$ cat src/rtl/l2_cacheline_adapter_pkg.sv
// Shared types and geometry for the L2 line <-> 64-bit burst adapter.
package l2_adapter_pkg;

  localparam int S_OFFSET  = 5;
  localparam int S_LINE    = 256;
  localparam int S_BURST   = 64;
  localparam int NUM_BEATS = S_LINE / S_BURST;

  typedef enum logic [1:0] {
    IDLE,
    RD,
    WR,
    DONE
  } state_e;

  typedef logic [1:0] beat_t;

  // A line viewed as beats; beat k occupies bits [64*k+63 : 64*k].
  typedef logic [NUM_BEATS-1:0][S_BURST-1:0] line_t;

  localparam beat_t LAST_BEAT = beat_t'(NUM_BEATS - 1);

  function automatic logic [31:0] lineAlign(input logic [31:0] addr);
    logic [31:0] aligned;
    aligned = addr;
    aligned[S_OFFSET-1:0] = '0;
    return aligned;
  endfunction

endpackage

$ cat src/rtl/l2_cacheline_adapter_if.sv
// L2-side line handshake plus memory-side burst bus, named from the adapter's view.
interface l2_cacheline_adapter_if;
  import l2_adapter_pkg::*;

  logic [31:0]        address_i;
  logic [S_LINE-1:0]  line_i;
  logic [S_LINE-1:0]  line_o;
  logic               read_i;
  logic               write_i;
  logic               resp_o;
  logic [31:0]        address_o;
  logic [S_BURST-1:0] burst_i;
  logic [S_BURST-1:0] burst_o;
  logic               read_o;
  logic               write_o;
  logic               resp_i;

  modport slave (
    input  address_i, line_i, read_i, write_i, burst_i, resp_i,
    output line_o, resp_o, address_o, burst_o, read_o, write_o
  );

  modport master (
    output address_i, line_i, read_i, write_i, burst_i, resp_i,
    input  line_o, resp_o, address_o, burst_o, read_o, write_o
  );

endinterface

$ cat src/rtl/l2_cacheline_adapter.sv
// Turns L2 line reads/writebacks into 4-beat 64-bit memory bursts with a single resp pulse back to L2.
module l2_cacheline_adapter
  import l2_adapter_pkg::*;
(
  input logic                    clk,
  input logic                    rst,
  l2_cacheline_adapter_if.slave  bus
);

  state_e       state_q;
  beat_t        beat_q;
  logic [31:0]  addr_q;
  line_t        wrLine_q;
  line_t        rdLine_q;
  logic         read_q;
  logic         write_q;
  logic         resp_q;

  // Outputs are registered alongside the state so read_o/write_o track the upcoming state.
  always_ff @(posedge clk or negedge rst) begin
    if (!rst) begin
      state_q  <= IDLE;
      beat_q   <= '0;
      addr_q   <= '0;
      wrLine_q <= '0;
      rdLine_q <= '0;
      read_q   <= 1'b0;
      write_q  <= 1'b0;
      resp_q   <= 1'b0;
    end else begin
      unique case (state_q)
        IDLE: begin
          if (bus.write_i || bus.read_i) begin
            addr_q   <= lineAlign(bus.address_i);
            wrLine_q <= bus.line_i;
            beat_q   <= '0;
            if (bus.write_i) begin
              state_q <= WR;
              write_q <= 1'b1;
            end else begin
              state_q <= RD;
              read_q  <= 1'b1;
            end
          end
        end
        RD: begin
          if (bus.resp_i) begin
            rdLine_q[beat_q] <= bus.burst_i;
            if (beat_q == LAST_BEAT) begin
              state_q <= DONE;
              read_q  <= 1'b0;
              resp_q  <= 1'b1;
            end else begin
              beat_q <= beat_q + beat_t'(1);
            end
          end
        end
        WR: begin
          if (bus.resp_i) begin
            if (beat_q == LAST_BEAT) begin
              state_q <= DONE;
              write_q <= 1'b0;
              resp_q  <= 1'b1;
            end else begin
              beat_q <= beat_q + beat_t'(1);
            end
          end
        end
        DONE: begin
          // Requests are deliberately not sampled here so a still-held request is not replayed.
          resp_q  <= 1'b0;
          state_q <= IDLE;
        end
        default: state_q <= IDLE;
      endcase
    end
  end

  assign bus.address_o = addr_q;
  assign bus.read_o    = read_q;
  assign bus.write_o   = write_q;
  assign bus.resp_o    = resp_q;
  assign bus.line_o    = rdLine_q;
  assign bus.burst_o   = write_q ? wrLine_q[beat_q] : '0;

endmodule

$ cat src/flat_wrapper.sv
// flat-port wrapper written by rule: the top's interface ports become plain ports
module l2_cacheline_adapter_flat import l2_adapter_pkg::*;
  (clk, rst, bus_address_i, bus_line_i, bus_read_i, bus_write_i, bus_burst_i, bus_resp_i, bus_line_o, bus_resp_o, bus_address_o, bus_burst_o, bus_read_o, bus_write_o);
  l2_cacheline_adapter_if bus_i ();
  input logic clk;
  input logic rst;
  input wire logic [$bits(bus_i.address_i)-1:0] bus_address_i;
  input wire logic [$bits(bus_i.line_i)-1:0] bus_line_i;
  input wire logic [$bits(bus_i.read_i)-1:0] bus_read_i;
  input wire logic [$bits(bus_i.write_i)-1:0] bus_write_i;
  input wire logic [$bits(bus_i.burst_i)-1:0] bus_burst_i;
  input wire logic [$bits(bus_i.resp_i)-1:0] bus_resp_i;
  output wire logic [$bits(bus_i.line_o)-1:0] bus_line_o;
  output wire logic [$bits(bus_i.resp_o)-1:0] bus_resp_o;
  output wire logic [$bits(bus_i.address_o)-1:0] bus_address_o;
  output wire logic [$bits(bus_i.burst_o)-1:0] bus_burst_o;
  output wire logic [$bits(bus_i.read_o)-1:0] bus_read_o;
  output wire logic [$bits(bus_i.write_o)-1:0] bus_write_o;
  assign bus_i.address_i = bus_address_i;
  assign bus_i.line_i = bus_line_i;
  assign bus_i.read_i = bus_read_i;
  assign bus_i.write_i = bus_write_i;
  assign bus_i.burst_i = bus_burst_i;
  assign bus_i.resp_i = bus_resp_i;
  assign bus_line_o = bus_i.line_o;
  assign bus_resp_o = bus_i.resp_o;
  assign bus_address_o = bus_i.address_o;
  assign bus_burst_o = bus_i.burst_o;
  assign bus_read_o = bus_i.read_o;
  assign bus_write_o = bus_i.write_o;
  l2_cacheline_adapter u_core (.clk(clk), .rst(rst), .bus(bus_i));
endmodule
$ cat config.mk
export PLATFORM = sky130hd
export DESIGN_NAME = l2_cacheline_adapter_flat
export DESIGN_NICKNAME = d
export VERILOG_FILES = /design/src/rtl/l2_cacheline_adapter_pkg.sv /design/src/rtl/l2_cacheline_adapter_if.sv /design/src/rtl/l2_cacheline_adapter.sv /design/src/flat_wrapper.sv
export SDC_FILE = /design/constraint.sdc
export NUM_CORES = 1
export LEC_CHECK = 0
export ABC_CLOCK_PERIOD_IN_PS = 2900
export CORE_AREA = 8 8 271 273
export DETAILED_ROUTE_END_ITERATION = 16
export DIE_AREA = 0 0 279 281
export PLACE_DENSITY = 0.67
export REMOVE_ABC_BUFFERS = 1
export SLEW_MARGIN = 10
export SYNTH_ARGS = -nofsm -noshare
export SYNTH_HDL_FRONTEND = slang
export SYNTH_SLANG_ARGS = --single-unit
$ cat constraint.sdc
create_clock -name clk -period 2.9 [get_ports clk]
set_input_delay 0.29 -clock clk [delete_from_list [all_inputs] [get_ports clk]]
set_output_delay 0.29 -clock clk [all_outputs]
set_load 0.05 [all_outputs]
==> results.md <==
- Adding up every negative setup slack in the final design gives 0 ps.
- The post-synthesis cell type count is 29.
- After detailed routing, the number of remaining DRC violations is 0.
- The total vias in the final route is 14300.
- The kind of cell with the highest combined delay along the critical path is buffers and inverters.
- The end of the worst register-to-register path is u_core.bus.line_o[5].
- Clock tree synthesis found a total of 546 sinks.
- Of all nets on the critical path, the largest fanout is 35.
- In this run the critical register-to-register path is launched from u_core.beat_q[1].
- The horizontal die dimension is 279 um.
- The worst path needs 2770 ps of the cycle, external delays included.
- For the worst flop-to-flop path, the logic depth is 6.
- The area inside the core boundary is 69300 um^2.
- The total standard cell area after synthesis is 22500 um^2.
- The initial antenna violation count was 14.
- The clock tree skew after final layout is 20.0 ps.
- The number of detailed-routing iterations run before antenna repair is 4.
- STA classifies the critical path startpoint as a register.
- The congestion estimate from routability-driven global placement came to 0.805.
- The post-place setup slack is 376 ps.
- The critical path contains buffers and inverters numbering 3 combined.
- Port buffering added 701 buffers.
- STA puts the critical path data required time at 2610 ps.
- The wire length of the first global-routing pass is 107000 um.
- The transition time of the tightest slew-check pin is 765 ps.
- In this run, the combinational gates consume 53.4% of the power.
- The sequential share of the synthesized area is 60.6%.
- Sequential cells burn 29.8% of the power.
- Global routing used 17.8% of the available tracks.
- The share of cells above drive strength 1 is 37.5%.
- The I/O pin count is 712.
- The wire-length estimate of the detail-placed layout is 52900 um.
- The number of vias per cell is 4.67.
- The layout overhead on the synthesized area is 45.1%.
- The Yosys step of the flow raised 0 warnings.
- The worst-case IR drop observed on VDD is 0.876 mV.
- The design draws 45.0 mW.
- The flow ran to the end, and the final reports show no timing, DRC or antenna violations.
- The total clock buffers created by CTS is 59.
- The count of final hold-check violations is 0.
- The cell sitting at the root of the clock tree is a clkbuf_16.
- The upper clock frequency limit is 361 MHz.
- The iteration-0 DRC count of the detailed router is 535.
- The switching power total is 19.3 mW.
- Of the available clock period, the critical path in the final layout requires 95.6%.
- Once the floorplan was initialized, standard cells occupied 32.5% of the core.
- The via count of the first global-routing pass is 16300.
- The type of the setup path with the least slack is register to output pin.
- The finished cells cover 32700 um^2.
- The total count of max-transition violations in the final report is 0.
- For this run, the slowest stage of the critical path takes 550 ps.
- The reg-to-reg setup timing slack is 610 ps.
- After detailed routing, the total wire length is 71600 um.
- After detailed routing, the average wire length per cell comes to 23.3 um.
- The static leakage is 13.9 nW.
- The fill cell instance count of the final layout is 5997.
- After synthesis the netlist holds a flip-flop and latch count of 546.
- The tool flagged a number of max-cap violations equal to 0.
- The clock network is responsible for 16.8% of the overall power.
- The area fraction of the dominant cell type after synthesis is 60.6%.
- The internal power component is 25.7 mW.
- Leaving out fill and tap cells, the most frequent cells in the layout are 636 x clkdlybuf4s50_1, 543 x dfrtp_1, 540 x mux2_2.
- The total overflow left after global routing is 0.
- The H-tree depth is 2.
- Leaving out fill and tap cells, the most frequent cell in the layout is clkdlybuf4s50_1.
- The mean post-synth cell area is 16.7 um^2.
- The proportion of total power due to net switching is 42.9%.
- The maximum count of clock buffers along a single path is 3.
- The signal on the critical path passes through buf_12 -> buf_16 -> mux4_2 -> and2_1 -> buf_4.
- Counting every instance in the synthesized netlist gives 1353.
- The slowest stage of the critical path belongs to the cell mux4_2.
- The clock reaches the later pin of the worst-skew pair after 610 ps.
- The min-delay analysis places its worst path in the category input pin to asynchronous set/reset pin.
- In this run the power density over the cells is 1380 nW/um^2.
- Once routing completed, OpenROAD measured the worst setup slack at 128 ps.
- The data arrival time at the worst-slack endpoint is 2480 ps.
- Ranked by total cell area, the synthesized netlist is headed by dfrtp_1 61%, mux2_2 27%, mux4_2 6.4%, and2_1 1.8%, buf_2 0.98%.
- The floorplan step set the die height to 281 um.
- The number of nets in the layout is 2438.
- Once detail routing completed, the nets flagged for antenna violations numbered 0.
- The final number of setup-violating endpoints is 0.
- The kind of end point of the critical path is an output pin.
- The floorplan has 97 rows.
- The largest total area in the synthesized netlist belongs to dfrtp_1.
- The largest net degree at the start of global routing is 96.
- The placed instances occupy a cell area of 30600 um^2.
- The CTS tree is done.
- The die covers 78400 um^2.
- The remaining max-slew budget at the tightest pin is 49.0%.
- The clock slew seen by the registers of the worst setup and hold paths is 60 ps.
==> layer usage <==
| metal | global-route usage [%] | vias to the layer above | routed length (um) |
|---|---|---|---|
| met5 | 0 | - | 106 |
| met3 | 8.96 | 102 | 8390 |
| met2 | 29.5 | 519 | 33900 |
| met4 | 4.37 | 16 | 1630 |
| li1 | - | 6316 | - |
| met1 | 20.5 | 7374 | 27600 |
==> flip-flops by register name, summed over array words and instances, names as in the netlist <==
name / flops
u_core.bus.address_o: 27
u_core.bus.resp_o: 1
u_core.wrLine_q: 256
u_core.bus.line_o: 256
u_core.beat_q: 2
u_core.bus.read_o: 1
u_core.state_q: 2
u_core.bus.write_o: 1
==> worst max path at each step <==
stage	start	end	depth (start not counted)
2_1_floorplan	bus_write_i	u_core.bus.address_o[10]	2
3_3_place_gp	u_core.beat_q[0]	bus_burst_o[58]	3
3_5_place_dp	u_core.beat_q[0]	bus_burst_o[27]	3
4_1_cts	u_core.beat_q[0]	bus_burst_o[60]	5
5_1_grt	u_core.beat_q[0]	bus_burst_o[8]	5
6_report	u_core.beat_q[0]	bus_burst_o[13]	5
==> through the flow <==
step,hold slack [ps],std cells,utilization (%)
floorplan,-5.59,1272,-
global placement,346,2945,44.2
detailed placement,350,2945,44.2
CTS,242,3060,47.1
global route,261,3061,47.2
finish,286,3066,47.2
==> cells in the mapped netlist <==
library cell,instances
a21oi_1,2
a31oi_1,2
and2_1,64
buf_1,1
buf_12,4
buf_2,44
buf_4,25
buf_6,1
clkbuf_1,10
conb_1,1
dfrtp_1,546
ha_1,11
inv_1,5
mux2_2,540
mux2i_1,1
mux4_2,64
nand2_1,4
nand3_1,3
nand3_2,4
nor2_1,1
nor2b_1,5
nor3b_1,1
o211ai_1,1
o21ai_0,4
o21ai_1,1
o221ai_1,2
o22a_1,3
o2bb2ai_1,1
o31ai_1,2
==> final cells by class <==
class / instances / area [um^2] / area share [%]
clock inverters: 26 / 259 / 0.792
multi-input cells: 721 / 8370 / 25.6
well taps: 940 / 1180 / 3.60
repair buffers: 737 / 7460 / 22.8
flip-flops and latches: 546 / 13700 / 41.8
clock buffers: 85 / 1720 / 5.27
inverters: 5 / 18.8 / 0.0574
diodes: 6 / 15.0 / 0.0459
==> power by group through the flow <==
stage	Sequential [mW]	Clock, mW	Combinational (mW)
after floorplan	18.9	0	7.99
after global placement	13.4	0	23.9
after detailed placement	13.6	0	24.2
after CTS	13.4	7.83	24.4
after global routing	13.9	8.15	25.2
final	13.4	7.58	24.1
==> worst reg2reg max path: stages, from the launching register on <==
cell and delay [ps]:
dfrtp_4 690, buf_16 220, inv_1 70, ha_1 210
nand3_4 120, buf_4 420, mux2_2 440
==> logic make-up (layout without fill, tap and decap cells) <==
group                    count (synthesis)  after routing  share of synthesized area, %
AND/OR/NAND/NOR                         82             82                          2.28
flip-flops                             546            546                          60.6
buffers and inverters                   90            853                          2.48
AO/OA/AOI/OAI                           18             18                         0.544
other                                    1             11                        0.0166
multiplexers                           605            605                          33.4
adder cells (fa/ha/maj)                 11             11                         0.611
==> timing repair <==
action                                  in CTS  in global routing
hold endpoints to repair                    76                  0
endpoints found under the setup margin      63                 13
resized for setup                           17                  1
hold buffers                                 1                  0
cloned                                       0                  0
setup buffers                                3                  0
Power figures use the tool's default switching activity.
